**src/rtl/sys_array_pkg.sv**
```systemverilog
// Shared types and helpers for the systolic-array feeder.
package sys_array_pkg;

    typedef enum logic [2:0] {
        IDLE  = 3'd0,
        LOAD  = 3'd1,
        FEED  = 3'd2,
        DRAIN = 3'd3,
        DONE  = 3'd4
    } feeder_state_t;

    // Number of skewed feed cycles needed to push every activation row through all lanes.
    function automatic int feed_len(input int a_w, input int a_l);
        return a_w + a_l - 1;
    endfunction

endpackage

```
**src/rtl/sys_feeder_ctrl.sv**
```systemverilog
// Feeder sequencing FSM and cycle counter; all control outputs are registered.
// The DRAIN phase exists only when SYS_FEEDER_DRAIN_EN is defined.
module sys_feeder_ctrl
    import sys_array_pkg::*;
#(
    parameter int ARRAY_A_W = 4,
    parameter int ARRAY_A_L = 4,
    parameter int ARRAY_W_L = 4,
    parameter int CNT_W     = $clog2(ARRAY_A_W + ARRAY_A_L + ARRAY_W_L) + 1
) (
    input  logic             clk,
    input  logic             reset,
    input  logic             start,
    output feeder_state_t    state,
    output logic [CNT_W-1:0] cnt,
    output logic             busy,
    output logic             done,
    output logic             weights_load,
    output logic             data_valid
);

    localparam logic [CNT_W-1:0] FEED_LAST  = CNT_W'(feed_len(ARRAY_A_W, ARRAY_A_L) - 1);
    localparam logic [CNT_W-1:0] CNT_ONE    = CNT_W'(1);
`ifdef SYS_FEEDER_DRAIN_EN
    localparam logic [CNT_W-1:0] DRAIN_LAST = CNT_W'(ARRAY_W_L - 1);
`endif

    feeder_state_t    state_r;
    logic [CNT_W-1:0] cnt_r;
    logic             busy_r;
    logic             done_r;
    logic             weights_load_r;
    logic             data_valid_r;

    // State, counter and registered control outputs, decided from the transition being taken.
    always_ff @(posedge clk or posedge reset) begin
        if (reset) begin
            state_r        <= IDLE;
            cnt_r          <= '0;
            busy_r         <= 1'b0;
            done_r         <= 1'b0;
            weights_load_r <= 1'b0;
            data_valid_r   <= 1'b0;
        end else begin
            done_r         <= 1'b0;
            weights_load_r <= 1'b0;
            data_valid_r   <= 1'b0;
            case (state_r)
                IDLE: begin
                    cnt_r  <= '0;
                    busy_r <= start;
                    if (start) begin
                        state_r        <= LOAD;
                        weights_load_r <= 1'b1;
                    end else begin
                        state_r <= IDLE;
                    end
                end
                LOAD: begin
                    state_r      <= FEED;
                    cnt_r        <= '0;
                    busy_r       <= 1'b1;
                    data_valid_r <= 1'b1;
                end
                FEED: begin
                    busy_r <= 1'b1;
                    if (cnt_r == FEED_LAST) begin
                        cnt_r <= '0;
`ifdef SYS_FEEDER_DRAIN_EN
                        state_r <= DRAIN;
`else
                        state_r <= DONE;
                        done_r  <= 1'b1;
`endif
                    end else begin
                        state_r      <= FEED;
                        cnt_r        <= cnt_r + CNT_ONE;
                        data_valid_r <= 1'b1;
                    end
                end
`ifdef SYS_FEEDER_DRAIN_EN
                DRAIN: begin
                    busy_r <= 1'b1;
                    if (cnt_r == DRAIN_LAST) begin
                        state_r <= DONE;
                        cnt_r   <= '0;
                        done_r  <= 1'b1;
                    end else begin
                        state_r <= DRAIN;
                        cnt_r   <= cnt_r + CNT_ONE;
                    end
                end
`endif
                DONE: begin
                    state_r <= IDLE;
                    cnt_r   <= '0;
                    busy_r  <= 1'b0;
                end
                default: begin
                    state_r <= IDLE;
                    cnt_r   <= '0;
                    busy_r  <= 1'b0;
                end
            endcase
        end
    end

    assign state        = state_r;
    assign cnt          = cnt_r;
    assign busy         = busy_r;
    assign done         = done_r;
    assign weights_load = weights_load_r;
    assign data_valid   = data_valid_r;

endmodule

```
**src/rtl/sys_array_feeder.sv**
```systemverilog
// Systolic-array feeder: latches activation/weight matrices on start and streams skewed lanes.
// Build option SYS_FEEDER_DRAIN_EN adds a zero-drain phase of ARRAY_W_L cycles before done.
module sys_array_feeder
    import sys_array_pkg::*;
#(
    parameter int DATA_WIDTH = 8,
    parameter int ARRAY_A_W  = 4,
    parameter int ARRAY_A_L  = 4,
    parameter int ARRAY_W_W  = 4,
    parameter int ARRAY_W_L  = 4
) (
    input  logic                                            clk,
    input  logic                                            reset,
    input  logic                                            start,
    input  logic [ARRAY_A_W-1:0][ARRAY_A_L-1:0][DATA_WIDTH-1:0] input_matrix,
    input  logic [ARRAY_W_W-1:0][ARRAY_W_L-1:0][DATA_WIDTH-1:0] weight_matrix,
    output logic                                            busy,
    output logic                                            done,
    output logic                                            weights_load,
    output logic [ARRAY_W_W-1:0][ARRAY_W_L-1:0][DATA_WIDTH-1:0] weight_data,
    output logic [ARRAY_A_L-1:0][DATA_WIDTH-1:0]            input_data,
    output logic                                            data_valid
);

    localparam int CNT_W = $clog2(ARRAY_A_W + ARRAY_A_L + ARRAY_W_L) + 1;
    localparam int ROW_W = (ARRAY_A_W > 1) ? $clog2(ARRAY_A_W) : 1;

    feeder_state_t    state_s;
    logic [CNT_W-1:0] cnt_s;

    logic [ARRAY_A_W-1:0][ARRAY_A_L-1:0][DATA_WIDTH-1:0] act_lat_r;
    logic [ARRAY_W_W-1:0][ARRAY_W_L-1:0][DATA_WIDTH-1:0] wgt_lat_r;
    logic [ARRAY_A_L-1:0][DATA_WIDTH-1:0]                lanes_s;

    sys_feeder_ctrl #(
        .ARRAY_A_W (ARRAY_A_W),
        .ARRAY_A_L (ARRAY_A_L),
        .ARRAY_W_L (ARRAY_W_L),
        .CNT_W     (CNT_W)
    ) u_ctrl (
        .clk          (clk),
        .reset        (reset),
        .start        (start),
        .state        (state_s),
        .cnt          (cnt_s),
        .busy         (busy),
        .done         (done),
        .weights_load (weights_load),
        .data_valid   (data_valid)
    );

    // Matrix latches: captured only on the edge that accepts a start, held otherwise.
    always_ff @(posedge clk or posedge reset) begin
        if (reset) begin
            act_lat_r <= '0;
            wgt_lat_r <= '0;
        end else if (state_s == IDLE && start) begin
            act_lat_r <= input_matrix;
            wgt_lat_r <= weight_matrix;
        end else begin
            act_lat_r <= act_lat_r;
            wgt_lat_r <= wgt_lat_r;
        end
    end

    // Diagonal skew: lane j carries row (cnt - j) while that row exists, zero elsewhere.
    always_comb begin
        lanes_s = '0;
        for (int j = 0; j < ARRAY_A_L; j++) begin
            if (state_s == FEED && int'(cnt_s) >= j && (int'(cnt_s) - j) < ARRAY_A_W) begin
                lanes_s[j] = act_lat_r[ROW_W'(int'(cnt_s) - j)][j];
            end else begin
                lanes_s[j] = {DATA_WIDTH{1'b0}};
            end
        end
    end

    assign weight_data = wgt_lat_r;
    assign input_data  = lanes_s;

endmodule

```
**config.mk**
```make
export PLATFORM = sky130hd
export DESIGN_NAME = sys_array_feeder
export DESIGN_NICKNAME = d
export VERILOG_FILES = /design/src/rtl/sys_array_pkg.sv /design/src/rtl/sys_feeder_ctrl.sv /design/src/rtl/sys_array_feeder.sv
export SDC_FILE = /design/constraint.sdc
export NUM_CORES = 1
export LEC_CHECK = 0
export ABC_AREA = 1
export CAP_MARGIN = 20
export CORE_AREA = 2 2 163 165
export DETAILED_ROUTE_END_ITERATION = 8
export DIE_AREA = 0 0 165 167
export PLACE_DENSITY = 0.84
export RECOVER_POWER = 50
export SYNTH_ARGS = -nofsm -noshare
export SYNTH_HDL_FRONTEND = slang
export SYNTH_HIERARCHICAL = 1
export SYNTH_SLANG_ARGS = --single-unit
```
**constraint.sdc**
```tcl
create_clock -name clk -period 27.2 [get_ports clk]
set_input_delay 5.44 -clock clk [delete_from_list [all_inputs] [get_ports clk]]
set_output_delay 5.44 -clock clk [all_outputs]
set_load 0.03 [all_outputs]
```
**Yosys cells after proc, flatten, opt, wreduce, memory -nomap -nowiden**

Index checks and enable logic that the tools add are counted.

- Register bits after elaboration: 268
- Output and inout bits: 164

- Eq/ne operators: 3
- Multiplexer cells: 28
- Reductions and logical operators: 10
- Add/sub/neg operators: 4
- Order comparisons: 11

Operator list:

| operator | number |
|---|---|
| binary-select mux 32 bit (select 2 bit) | 4 |
| < comparator 32 x 4 -> 1 bit, second input constant | 3 |
| 2-to-1 mux 32 bit | 2 |
| 2-to-1 mux 24 bit | 2 |
| 2-to-1 mux 8 bit | 6 |
| 2-to-1 mux 16 bit | 2 |
| < comparator 2 x 4 -> 1 bit, second input constant | 4 |
| subtractor 5 x 2 -> 6 bit, second input constant | 2 |
| greater-or-equal comparator 5 x 2 -> 1 bit, second input constant | 2 |
| 2-to-1 mux 5 bit | 2 |
| one-hot mux 3 bit (3 select lines) | 1 |
| logical AND 1 bit | 8 |
| 2-to-1 mux 1 bit | 6 |
| subtractor 5 x 1 -> 6 bit, second input constant | 1 |
| adder 5 x 1 -> 5 bit, second input constant | 1 |
| == test 5 x 3 -> 1 bit, second input constant | 1 |
| greater-or-equal comparator 5 x 1 -> 1 bit, second input constant | 1 |
| < comparator 5 x 3 -> 1 bit, second input constant | 1 |
| one-hot mux 1 bit (2 select lines) | 2 |
| == test 3 x 1 -> 1 bit, second input constant | 1 |
| == test 3 x 2 -> 1 bit, second input constant | 1 |
| logical NOT 3 bit | 1 |
| 2-to-1 mux 3 bit | 1 |
| OR reduction 2 bit | 1 |

**Longest topological paths before layout**

Gate-level depths: netlist of run 1.

- Depth after elaboration: 5
- Depth in mapped cells: 11
- Mapped depth without buffers: 9

**Cells and area by module**

The synthesis of run 1 kept the hierarchy.

By module, submodules not included:

| module | cells each | area an instance (um^2) | sequential area each (um^2) | instances |
|---|---|---|---|---|
| sys_array_feeder | 877 | 11026.8 | 6406.1 | 1 |
| sys_feeder_ctrl | 51 | 470.5 | 275.3 | 1 |

**Worst setup path after synthesis of run 1**

No wires, ideal clock.

- Path type: reg2out
- From: reg u_ctrl.cnt_r[0], in the netlist u_ctrl/cnt[0]
- To: out input_data[15] in the netlist's numbering
- Arrival: 2.288 ns
- Path buffers: 4
- Stages on the path, launching flop included: 11
- Path slack: 19.472 ns
- Cell sequence: dfrtp_1 buf_2 inv_2 buf_2 buf_2 ha_1 clkbuf_1 o21ai_0 o21ai_0 inv_1 nor2_1

RTL lines:

| item | RTL line | RTL |
|---|---|---|
| start: declaration | sys_feeder_ctrl.sv:29 | `logic [CNT_W-1:0] cnt_r;` |
| start signal: assignment | sys_feeder_ctrl.sv:77 | `cnt_r <= cnt_r + CNT_ONE;` |
| end: declaration | sys_array_feeder.sv:21 | `output logic [ARRAY_A_L-1:0][DATA_WIDTH-1:0] input_data,` |

==> results.json, run 1 <==
{
  "status": "finished, violations left",
  "violations": "capacitance limit, slew limit",
  "cts_htree_levels": 1,
  "reg2reg_to": "weight_data[51]",
  "post-route-period-util_pct": 43.0,
  "synth_area_leaders": "dfrtp_1, mux2_1, nor2_1",
  "ctsRootBufferMaster": "clkbuf_16",
  "synth_top_area_share_pct": 58.1,
  "cp_data_arrival_time_ps": 11580,
  "grt_pass1_wl_mm": 50.7,
  "finalHoldViolCount": 0,
  "io_pins": 423,
  "seq_area_frac_synth_pct": 58.1,
  "reg2reg_slack_ps": 21700,
  "dr.pass1.iters": 5,
  "grt_max_degree": 116,
  "via_per_inst": 5.07,
  "area_growth_pct": 47.2,
  "maxClockFrequency_mhz": 85.5,
  "place.port_buffers": 422,
  "setup_ws_ps": 15500,
  "required_ps": 27080,
  "yosys_warnings": 6,
  "cap_violations": 4,
  "die_h_um": 167,
  "cts_inserted_buffers": 29,
  "gp_congestion": 0.836,
  "peakVddDrop_mv": 0.100,
  "p_leak_nw": 7.28,
  "startpoint": "reset",
  "fill_cells": 1897,
  "antenna_found_initial": 2,
  "syn_inst": 928,
  "cts_tree": "done",
  "place_inst": 1643,
  "core_mm2": 0.0258,
  "dieArea_mm2": 0.0276,
  "crit_fanout": 115,
  "worst-slew-pin-transition_ps": 5140,
  "antenna_left": 0,
  "die_width_um": 165,
  "instances_no_fill": 1700,
  "drc_errors": 0,
  "cts.sinks": 267,
  "cts-resized-gates": 0,
  "critPathCapture": "weight_data[28]",
  "holdBufCountCts": 0,
  "ys_seq_elements": 267,
  "setup_tns_ps": 0,
  "nets": 1607,
  "wire_per_inst_um": 19.2,
  "start_util_pct": 44.6,
  "startpoint_type": "input port",
  "relSlewSlack_pct": -245,
  "postSynthAreaPerCell_um2": 12.4,
  "vias": 8627,
  "hp-class": "flip-flop to flip-flop",
  "holdCritStartpoint": "weight_data[21]",
  "insertion_delay_ps": 550,
  "wl_mm": 32.6,
  "worstReg2RegStart": "u_ctrl/state[1]",
  "syn_nets": 1195,
  "dp_slack_ps": 18320,
  "yosysUniqueCellTypes": 25,
  "worstRegToRegCells": 6,
  "power_density_mw_per_mm2": 123,
  "setup_viol": 0,
  "worst_clock_skew_ps": 22.3,
  "syn_area_mm2": 0.0115,
  "crit_path_end_kind": "async pin",
  "synth_top_cell_by_area": "dfrtp_1",
  "drtIter0Drc": 584,
  "dp.final_hpwl_mm": 23.0,
  "grt-ovfl-total": 0,
  "grt_usage_pct": 23.6,
  "finalMaxSlewViolations": 300,
  "rsz0062_at_grt": "no",
  "post-cts-setup-buffers": 0,
  "period_needed_ps": 11700,
  "worstSetupPathType": "input port to async pin",
  "grt_pass1_vias": 9214,
  "drive_gt1_share_pct": 6.53,
  "clk_path_buf_depth": 3,
  "rows": 59,
  "min_path_cells": 1,
  "clkSlewWorstSetupHoldPaths_ps": 70
}
## layer usage
metal	share of wire [%]	global-route usage, %	vias to the layer above	wire (µm)
met5	0	0	-	0
met4	2.9	7.64	0	952
met3	8.9	8.17	71	2900
met2	51	40.3	329	16500
met1	38	27.8	4261	12300
li1	-	-	3966	-
## critical path, cell delays in order
cell and delay [ps]:
dlygate4sd3_1 570, clkinvlp_2 2850, clkbuf_1 2590
## state kept, by name, indices dropped and copies added (netlist names)
signal,count
weight_data,128
u_ctrl/done,1
u_ctrl/state,2
act_lat_r,128
u_ctrl/data_valid,1
u_ctrl/busy,1
u_ctrl/cnt,5
u_ctrl/weights_load,1
## Yosys cell counts
cell / number
dfrtp_1: 267
mux2_1: 220
nor2_1: 128
o21ai_0: 83
inv_1: 56
nand2_1: 31
a21oi_1: 30
mux2_2: 26
buf_6: 24
buf_2: 13
clkbuf_1: 10
nand3_1: 9
ha_1: 8
o22ai_1: 5
o21ai_1: 4
nand4_1: 3
buf_4: 2
nand2_2: 2
buf_1: 1
inv_2: 1
nand3_4: 1
nor2_4: 1
nor3_1: 1
o21bai_1: 1
xnor2_1: 1
## cells by family (layout without fill, tap and decap cells)
logic type | after synthesis | in the layout | share of synthesized area [%]
AOI/OAI and AO/OA | 123 | 123 | 5.43
xor gates and xnor gates | 1 | 1 | 0.0762
adders and majority gates | 8 | 8 | 0.871
buffers and inverters | 107 | 542 | 5.27
DFF | 267 | 267 | 58.1
muxes | 246 | 246 | 24.1
other | 0 | 2 | 0
and+or+nand+nor | 176 | 176 | 6.15
## how the worst min path moves through the flow
stage / endpoint
floorplan: act_lat_r[100]
global placement: act_lat_r[97]
detailed placement: act_lat_r[126]
CTS: act_lat_r[72]
global route: weight_data[7]
finish: weight_data[21]
## cell usage in the layout, fill, tap and decap left out, types with 8 or more instances in the layout
master / count
a21oi_1: 30
dlygate4sd3_1: 132
dfrtp_1: 266
inv_1: 55
nand3_1: 10
bufinv_16: 9
clkdlybuf4s50_1: 290
o21ai_0: 83
clkbuf_16: 29
mux2_2: 26
nand2_1: 33
ha_1: 8
mux2_1: 220
nor2_1: 128
## metrics by stage
step                util, %  instance area, µm²  hold slack, ps  power [mW]
finish                 65.7               16900             483        2.08
global route           65.7               16900             495        2.21
CTS                    65.8               16900             492        2.14
detailed placement     61.4               15800             476        1.67
global placement       61.4               15800             468        1.64
floorplan                 -               11500             459        1.29
## power by group
| group | switching, mW | total (mW) | internal [mW] |
|---|---|---|---|
| clock network | 0.166 | 0.457 | 0.291 |
| registers | 0.0986 | 0.696 | 0.598 |
| logic | 0.547 | 0.930 | 0.383 |
| total | 0.811 | 2.08 | 1.27 |
## final cells by class
type                            count  area [µm²]  share of cell area, %
Clock inverter                     20         339                   2.00
Inverter                           57         215                   1.27
Sequential cell                   267        6680                   39.5
Multi-Input combinational cell    554        4190                   24.8
Timing Repair Buffer              431        4280                   25.3
Tap cell                          335         419                   2.48
Antenna cell                        2        5.00                 0.0296
Clock buffer                       34         785                   4.64
No activity file was read; power rests on OpenSTA's default activity.
==> run 2: changes to the inputs <==
--- a/config.mk
+++ b/config.mk
@@ -7,10 +7,10 @@
 export LEC_CHECK = 0
 export ABC_AREA = 1
 export CAP_MARGIN = 20
-export CORE_AREA = 2 2 163 165
+export CORE_MARGIN = 2
+export CORE_UTILIZATION = 41
 export DETAILED_ROUTE_END_ITERATION = 8
-export DIE_AREA = 0 0 165 167
-export PLACE_DENSITY = 0.84
+export PLACE_DENSITY = 0.82
 export RECOVER_POWER = 50
 export SYNTH_ARGS = -nofsm -noshare
 export SYNTH_HDL_FRONTEND = slang
==> constraint.sdc (replaced) <==
create_clock -name clk -period 10.02 [get_ports clk]
set_input_delay 2.004 -clock clk [delete_from_list [all_inputs] [get_ports clk]]
set_output_delay 2.004 -clock clk [all_outputs]
set_load 0.03 [all_outputs]
==> run 2 against run 1 <==
  * Cell count is 2.5% higher
  * The flow still finishes with violations (capacitance limit, slew limit)
  * Combinational power grew to 2.7 times the previous value
  * Global-route usage is 1.9 points lower
  * First-iteration DRC count down 24%
  * Power rose to 2.6 times the previous value
  * Non-clock buffer count is 3 lower
  * Highest routed layer is now met5
  * Die area grew 6.7%
  * Routed wire length shrank 0.57%
  * Hold slack got worse by 1.3 ps
  * Flip-flop and latch count unchanged
==> results.json, run 2 (synthesis results as in run 1) <==
{
  "reg2reg_to": "weight_data[19]",
  "core_mm2": 0.0277,
  "startpoint_type": "flip-flop",
  "setup_ws_ps": 2830,
  "register_area_mm2": 0.00668,
  "worstSetupPathType": "flip-flop to output port",
  "peakVddDrop_mv": 0.297,
  "cp_data_arrival_time_ps": 5190,
  "via_per_inst": 4.93,
  "cts_htree_levels": 1,
  "wl_mm": 32.4,
  "rsz0062_at_grt": "no",
  "drive_gt1_share_pct": 5.66,
  "crit_slowest_cell": "clkbuf_1",
  "final_cell_mix": "clkdlybuf4s50_1, dfrtp_1, mux2_1, dlygate4sd3_1, nor2_1",
  "setup_viol": 0,
  "place_area_mm2": 0.0159,
  "dieArea_mm2": 0.0294,
  "mostFrequentLayoutCell": "clkdlybuf4s50_1",
  "required_ps": 8020,
  "crit_chain": "clkbuf_1 -> ha_1 -> nor2_1 -> nor2_1 -> nand3_1 -> nand2_1 -> nand2_1 -> nor2_1 -> clkdlybuf4s50_1",
  "worstReg2RegStart": "u_ctrl/state[0]",
  "cap_violations": 3,
  "grt_pass1_wl_mm": 49.7,
  "cp_num_buf_inv": 2,
  "finalHoldViolCount": 0,
  "multi_input_area_mm2": 0.00419,
  "period_needed_ps": 7190,
  "dr.pass1.iters": 4,
  "min_to": "weight_data[116]",
  "fin_area_mm2": 0.0168,
  "grt_pass1_vias": 9336,
  "gp_congestion": 0.819,
  "place.port_buffers": 422,
  "drc_errors": 0,
  "io_pins": 423,
  "worstRegToRegCells": 4,
  "maxClockFrequency_mhz": 139,
  "worst_clock_skew_ps": 12.0,
  "worst-slew-pin-transition_ps": 5720,
  "dp_slack_ps": 4020,
  "critical-path-top-delay-family": "buffers and inverters",
  "cts_inserted_buffers": 29,
  "min_path_cells": 1,
  "ctsRootBufferMaster": "clkbuf_16",
  "area_growth_pct": 46.3,
  "nets": 1604,
  "crit_fanout": 70,
  "crit_path_end_kind": "output port",
  "antenna_found_initial": 5,
  "grt-ovfl-total": 0,
  "die_width_um": 171,
  "cp_common_cell": "nor2_1",
  "relSlewSlack_pct": -283,
  "grt_max_degree": 134,
  "drtIter0Drc": 443,
  "cts-resized-gates": 0,
  "setup_tns_ps": 0,
  "antenna_left": 0,
  "post-route-period-util_pct": 71.8,
  "start_util_pct": 41.5,
  "fill_cells": 2170,
  "power_density_mw_per_mm2": 327,
  "clkSlewWorstSetupHoldPaths_ps": 60,
  "post-cts-setup-buffers": 0,
  "cts_tree": "done",
  "p_leak_nw": 7.21,
  "rows": 61,
  "p_total_mw": 5.50,
  "insertion_delay_ps": 540,
  "dp.final_hpwl_mm": 23.4,
  "status": "finished, violations left",
  "die_h_um": 171,
  "reg2reg_slack_ps": 5710,
  "wire_per_inst_um": 18.6,
  "grt_usage_pct": 21.7,
  "cts.sinks": 267,
  "finalMaxSlewViolations": 256,
  "hp-class": "flip-flop to flip-flop",
  "slowest_delay_ps": 2320,
  "violations": "capacitance limit, slew limit",
  "clk_path_buf_depth": 3,
  "vias": 8595,
  "holdCritStartpoint": "weight_data[116]",
  "holdBufCountCts": 0
}
-- run 2: layout make-up --
cell class	count	area share, %
multi-input combinational	554	24.9
antenna	5	0.0744
clock inverter	7	0.677
timing repair buffer	428	25.4
sequential	267	39.7
clock buffer	47	5.07
tap	378	2.81
inverter	57	1.28
-- run 2: metrics by stage --
step / instances / utilization [%] / hold WS, ps
2_1_floorplan: 928 / - / 459
3_3_place_gp: 1684 / 57.3 / 468
3_5_place_dp: 1684 / 57.3 / 476
4_1_cts: 1738 / 60.8 / 490
5_1_grt: 1740 / 60.7 / 498
6_report: 1743 / 60.7 / 482
-- run 2: worst max path at each step --
| stage | from | to | slack (ps) | cells past startpoint |
|---|---|---|---|---|
| 6_report | u_ctrl/cnt[0] | input_data[29] | 2830 | 9 |
| 5_1_grt | u_ctrl/cnt[0] | input_data[29] | 2450 | 9 |
| 4_1_cts | u_ctrl/cnt[1] | input_data[26] | 3410 | 7 |
| 3_5_place_dp | u_ctrl/cnt[1] | input_data[26] | 4020 | 7 |
| 3_3_place_gp | u_ctrl/cnt[1] | input_data[12] | 4190 | 7 |
| 2_1_floorplan | reset | act_lat_r[0] | 970 | 1 |
-- run 2: layer usage --
layer | track usage [%] | part of all wire (%) | vias to the layer above
met4 | 8.36 | 3.8 | 2
met5 | 0 | 0.034 | -
met2 | 36.8 | 49 | 313
met1 | 25.1 | 38 | 4247
met3 | 7.75 | 9.1 | 76
li1 | - | - | 3957
-- run 2: power breakdown --
part,switching [mW],internal (mW),total [mW]
clock,0.431,0.656,1.09
combinational,1.46,1.04,2.50
sequential,0.283,1.62,1.91
